<file path="config.mk">
export PLATFORM = sky130hd
export DESIGN_NAME = clk_period_meter
export DESIGN_NICKNAME = d
export VERILOG_FILES = /design/src/rtl/clk_meter_pkg.sv /design/src/rtl/sync_rise_det.sv /design/src/rtl/clk_period_meter.sv
export SDC_FILE = /design/constraint.sdc
export NUM_CORES = 1
export LEC_CHECK = 0
export ABC_AREA = 1
export CORE_UTILIZATION = 37
export DETAILED_ROUTE_END_ITERATION = 8
export PLACE_DENSITY = 0.58
export SLEW_MARGIN = 20
export SYNTH_ARGS = -nofsm -noshare
export SYNTH_HDL_FRONTEND = slang
export SYNTH_SLANG_ARGS = --single-unit
</file>
<file path="constraint.sdc">
create_clock -name clk_in -period 2.4 [get_ports clk_in]
set_input_delay 0.24 -clock clk_in [delete_from_list [all_inputs] [get_ports clk_in]]
set_output_delay 0.24 -clock clk_in [all_outputs]
set_load 0.02 [all_outputs]
</file>
<file path="src/rtl/clk_meter_pkg.sv">
// Shared constants for the clock period meter: FSM encoding, default sizing and averaging depth.
package clk_meter_pkg;

  typedef logic [0:0] state_t;

  localparam state_t IDLE    = 1'b0;
  localparam state_t MEASURE = 1'b1;

  localparam int unsigned DEF_N       = 16;
  localparam int unsigned DEF_TIMEOUT = 50000;

  // Averaging depth must stay a power of two so the mean is a plain shift.
  localparam int unsigned AVG_DEPTH = 4;
  localparam int unsigned AVG_SHIFT = $clog2(AVG_DEPTH);

endpackage

</file>
<file path="src/rtl/sync_rise_det.sv">
// Two-flop synchroniser for an asynchronous input followed by a one-cycle rising-edge detector.
module sync_rise_det (
  input  logic clk_in,
  input  logic ar,
  input  logic d,
  output logic rise
);

  logic s1_reg;
  logic s2_reg;
  logic s3_reg;

  always_ff @(posedge clk_in or negedge ar) begin
    if (!ar) begin
      s1_reg <= 1'b0;
      s2_reg <= 1'b0;
      s3_reg <= 1'b0;
    end else begin
      s1_reg <= d;
      s2_reg <= s1_reg;
      s3_reg <= s2_reg;
    end
  end

  // s2 is the first metastability-safe copy; s3 is its one-cycle history.
  assign rise = s2_reg & ~s3_reg;

endmodule

</file>
<file path="src/rtl/clk_period_meter.sv">
// Measures the period of sig_in in clk_in cycles and offers it on a valid/ready port.
// Define CLK_PERIOD_METER_AVG_EN to present the mean of every 4 consecutive periods instead.
module clk_period_meter
  import clk_meter_pkg::*;
#(
  parameter int unsigned N       = DEF_N,
  parameter int unsigned TIMEOUT = DEF_TIMEOUT
) (
  input  logic         clk_in,
  input  logic         ar,
  input  logic         sig_in,
  output logic [N-1:0] period,
  output logic         valid,
  input  logic         ready,
  output logic         overrun,
  output logic         timeout
);

  localparam logic [N-1:0] TIMEOUT_CNT = N'(TIMEOUT);
  localparam logic [N-1:0] CNT_ONE     = N'(1);

  logic         rise;
  state_t       state_reg;
  state_t       state_next;
  logic [N-1:0] count_reg;
  logic [N-1:0] count_next;
  logic         timeout_reg;
  logic         timeout_next;
  logic [N-1:0] period_reg;
  logic [N-1:0] period_next;
  logic         valid_reg;
  logic         valid_next;
  logic         overrun_reg;
  logic         overrun_next;
  logic         capture;
  logic         expire;
  logic         transfer;
  logic         emit;
  logic [N-1:0] result;

  sync_rise_det u_sync (
    .clk_in (clk_in),
    .ar     (ar),
    .d      (sig_in),
    .rise   (rise)
  );

  // A rise in the same cycle the count hits the limit still counts as a capture.
  assign capture  = (state_reg == MEASURE) && rise;
  assign expire   = (state_reg == MEASURE) && !rise && (count_reg == TIMEOUT_CNT);
  assign transfer = valid_reg && ready;

  always_comb begin
    state_next   = state_reg;
    count_next   = count_reg;
    timeout_next = timeout_reg;
    if (rise) begin
      timeout_next = 1'b0;
    end
    case (state_reg)
      IDLE: begin
        if (rise) begin
          state_next = MEASURE;
          count_next = CNT_ONE;
        end
      end
      MEASURE: begin
        if (rise) begin
          count_next = CNT_ONE;
        end else if (expire) begin
          state_next   = IDLE;
          count_next   = '0;
          timeout_next = 1'b1;
        end else begin
          count_next = count_reg + CNT_ONE;
        end
      end
      default: begin
        state_next = IDLE;
        count_next = '0;
      end
    endcase
  end

`ifdef CLK_PERIOD_METER_AVG_EN
  logic [N+AVG_SHIFT-1:0] acc_reg;
  logic [N+AVG_SHIFT-1:0] acc_next;
  logic [N+AVG_SHIFT-1:0] acc_sum;
  logic [AVG_SHIFT-1:0]   acc_cnt_reg;
  logic [AVG_SHIFT-1:0]   acc_cnt_next;

  assign acc_sum = acc_reg + {{AVG_SHIFT{1'b0}}, count_reg};

  always_comb begin
    emit         = 1'b0;
    result       = N'(acc_sum >> AVG_SHIFT);
    acc_next     = acc_reg;
    acc_cnt_next = acc_cnt_reg;
    if (capture) begin
      if (acc_cnt_reg == AVG_SHIFT'(AVG_DEPTH - 1)) begin
        emit         = 1'b1;
        acc_next     = '0;
        acc_cnt_next = '0;
      end else begin
        acc_next     = acc_sum;
        acc_cnt_next = acc_cnt_reg + 1'b1;
      end
    end else if (expire) begin
      // A stalled input makes the partial group meaningless.
      acc_next     = '0;
      acc_cnt_next = '0;
    end
  end

  always_ff @(posedge clk_in or negedge ar) begin
    if (!ar) begin
      acc_reg     <= '0;
      acc_cnt_reg <= '0;
    end else begin
      acc_reg     <= acc_next;
      acc_cnt_reg <= acc_cnt_next;
    end
  end
`else
  assign emit   = capture;
  assign result = count_reg;
`endif

  // A new result always wins over a coincident transfer, so valid never drops then.
  always_comb begin
    period_next  = period_reg;
    valid_next   = valid_reg;
    overrun_next = overrun_reg;
    if (emit) begin
      period_next = result;
      valid_next  = 1'b1;
      if (valid_reg && !ready) begin
        overrun_next = 1'b1;
      end
    end else if (transfer) begin
      valid_next   = 1'b0;
      overrun_next = 1'b0;
    end
  end

  always_ff @(posedge clk_in or negedge ar) begin
    if (!ar) begin
      state_reg   <= IDLE;
      count_reg   <= '0;
      timeout_reg <= 1'b0;
      period_reg  <= '0;
      valid_reg   <= 1'b0;
      overrun_reg <= 1'b0;
    end else begin
      state_reg   <= state_next;
      count_reg   <= count_next;
      timeout_reg <= timeout_next;
      period_reg  <= period_next;
      valid_reg   <= valid_next;
      overrun_reg <= overrun_next;
    end
  end

  assign period  = period_reg;
  assign valid   = valid_reg;
  assign overrun = overrun_reg;
  assign timeout = timeout_reg;

endmodule

</file>
==> impl_metrics.toml <==
[power]
p_int_mw = 1.17
p_per_area_nw_per_um2 = 722
power_switching_uw = 447
fin_total_pwr_mw = 1.62
power_frac_seq_pct = 48.1
swShare_pct = 27.6
max-vdd-ir-drop_uv = 285
power.leakage_nw = 1.06
p_comb_share_pct = 16.8
clockPowerShare_pct = 35.2

[routing]
firstDrtPassIters = 4
routed-wl-met3_um = 167
highest_layer = "met4"
drt.antenna.violating_nets = 0
viasPerCell = 4.61
wl_per_cell_um = 12.1
drt_iter0_markers = 89
wl_met2_um = 1590
wl_met1_um = 1980
drt_wl_total_um = 3790
route.detailed.drc = 0
num_vias = 1437

[clock_tree]
clkTransAtPathRegs_ns = 0.08
root_buffer = "clkbuf_8"
cts_made_buffers = 5
clk_path_buf_depth = 2
postCtsSetupRepairBufs = 0
cts_tree = "yes"
post_cts_resized = 0
htree_num_levels = 2
clock_sinks = 39
clock_latency_ns = 0.29
hold_buffers = 0

[grt]
grt_overflow_total = 0
antenna_found_initial = 0
grt_pass1_vias = 1345
grt_usage_pct = 16.1
grt_pass1_wl_um = 6380
grt_max_degree = 40

[min_path]
hp-class = "in2async"

[setup_path]
crit_chain = "clkdlybuf4s50_1"
critPathBufInv = 1
cp_slowest_cell = "clkdlybuf4s50_1"
cp_slowest_stage_delay_ns = 0.62
crit_family = "buffers and inverters"
reg2reg_depth = 9
crit_path_max_fanout = 2
worstPathArrival_ns = 1.30
cp.depth = 1
path_class = "reg2out"
required_ns = 2.16
end_kind = "output port"
worst_setup_path_start_kind = "register"

[cells_and_area]
multiInputGateArea_um2 = 724
insertedDiodeCount = 0
fin_nets = 250
nFillCells = 483
seq_area_um2 = 976
mostFrequentLayoutCells = "54 x nand2_1, 39 x dfrtp_1, 28 x inv_1, 21 x clkdlybuf4s50_1, 18 x nor2_1"
final_common_cell = "nand2_1"
area_growth_syn_to_layout_pct = 22.4
layout-drive-gt1-share_pct = 9.39

[sta]
fmax_mhz = 651
fin_worst_skew_ns = 0.00420
hold_violations = 0
slew_headroom_pct = 42.4
finalCritPeriodShare_pct = 64.0
min_period_ns = 1.54
slew_viol_final = 0
rsz0062_at_grt = "no"
hold_ws_ns = 0.0634
finalSetupViolCount = 0
fin_tns_setup_ns = 0
worstMarginPinSlew_ns = 0.864

[floorplan]
die_w_um = 72.4
dieArea_um2 = 5240
core-area_um2 = 4750
start_util_pct = 38.5
die_y_um = 72.4
rows = 25
io_pins = 23

[placement]
place.gp.congestion = 0.879
dpl.hpwl_um = 2740
port_buffers = 22

[synth]
synthCells = 217
yosys_warnings = 0
syn-num-nets = 223
syn_avg_cell_area_um2 = 8.44
ys_ff_latch = 39
synth_area_um2 = 1830
ys_seq_area_share_pct = 53.3
synth.distinct_cells = 23

[run_status]
status = "complete, no violations"

[run]
cap_violations = 0
-- layer usage --
metal,track usage [%],up-vias
met5,0,-
met4,5.66,0
met3,4.03,6
met2,23.5,36
met1,23.1,653
li1,-,742
-- power by group through the flow --
stage                     Sequential, mW  Combinational (mW)  Clock, mW
after floorplan                    0.817               0.126          0
after global placement             0.790               0.277          0
after detailed placement           0.789               0.277          0
after CTS                          0.777               0.278      0.583
after global routing               0.789               0.307      0.603
final                              0.778               0.272      0.569
-- Yosys cell counts --
cell,count,share of area (%)
o21a_1,1,0.41
inv_2,2,0.41
buf_2,2,0.55
nand2_1,54,11
clkinv_2,1,0.27
nor2_4,2,1.2
nor2_1,18,3.7
xor2_1,6,2.9
o21ai_1,6,1.6
inv_1,28,5.7
clkbuf_1,1,0.20
nand2_2,2,0.68
o21ai_0,17,4.6
o2bb2ai_1,1,0.48
mux2_2,1,0.61
nand4_1,4,1.4
nand2_4,2,1.2
ha_1,2,1.4
nor2_2,3,1.0
o22ai_1,6,2.0
dfrtp_1,39,53
a21oi_1,4,1.1
nand3_1,15,4.1
-- final timing paths --
path / start / to / slack, ns
hold / removal: ar / overrun / 0.06
setup / recovery: period[0] / period[0] / 0.86
hold reg to reg: u_sync.s1_reg / u_sync.s2_reg / 0.35
min in group clk_in: u_sync.s1_reg / u_sync.s2_reg / 0.35
max in group asynchronous: ar / period[1] / 1.80
setup reg to reg: count_reg[1] / count_reg[1] / 0.94
-- stage by stage --
| step | utilization, % | instances | area [um^2] | setup slack, ns |
|---|---|---|---|---|
| final | 47.2 | 312 | 2240 | 0.865 |
| after global routing | 47.2 | 312 | 2240 | 0.771 |
| after CTS | 47.2 | 312 | 2240 | 0.863 |
| after global placement | 44.7 | 304 | 2120 | 0.974 |
| after floorplan | - | 217 | 1830 | 1.13 |
| after detailed placement | 44.7 | 304 | 2120 | 0.952 |
-- final cells by class --
class | count | area share, %
Clock buffer | 6 | 3.68
Sequential cell | 39 | 43.5
Tap cell | 67 | 3.74
Timing Repair Buffer | 23 | 9.93
Multi-Input combinational cell | 144 | 32.3
Inverter | 31 | 5.25
Clock inverter | 2 | 1.56
-- cell families (layout without fill, tap and decap cells) --
| logic type | Yosys count | count (layout) | synth area share, % |
|---|---|---|---|
| compound gates | 35 | 35 | 10.3 |
| flops | 39 | 39 | 53.3 |
| simple gates | 100 | 100 | 24.4 |
| xor+xnor | 6 | 6 | 2.87 |
| mux | 1 | 1 | 0.615 |
| fa+ha+maj | 2 | 2 | 1.37 |
| buf+inv | 34 | 62 | 7.17 |
(Power assumes the default switching activity.)
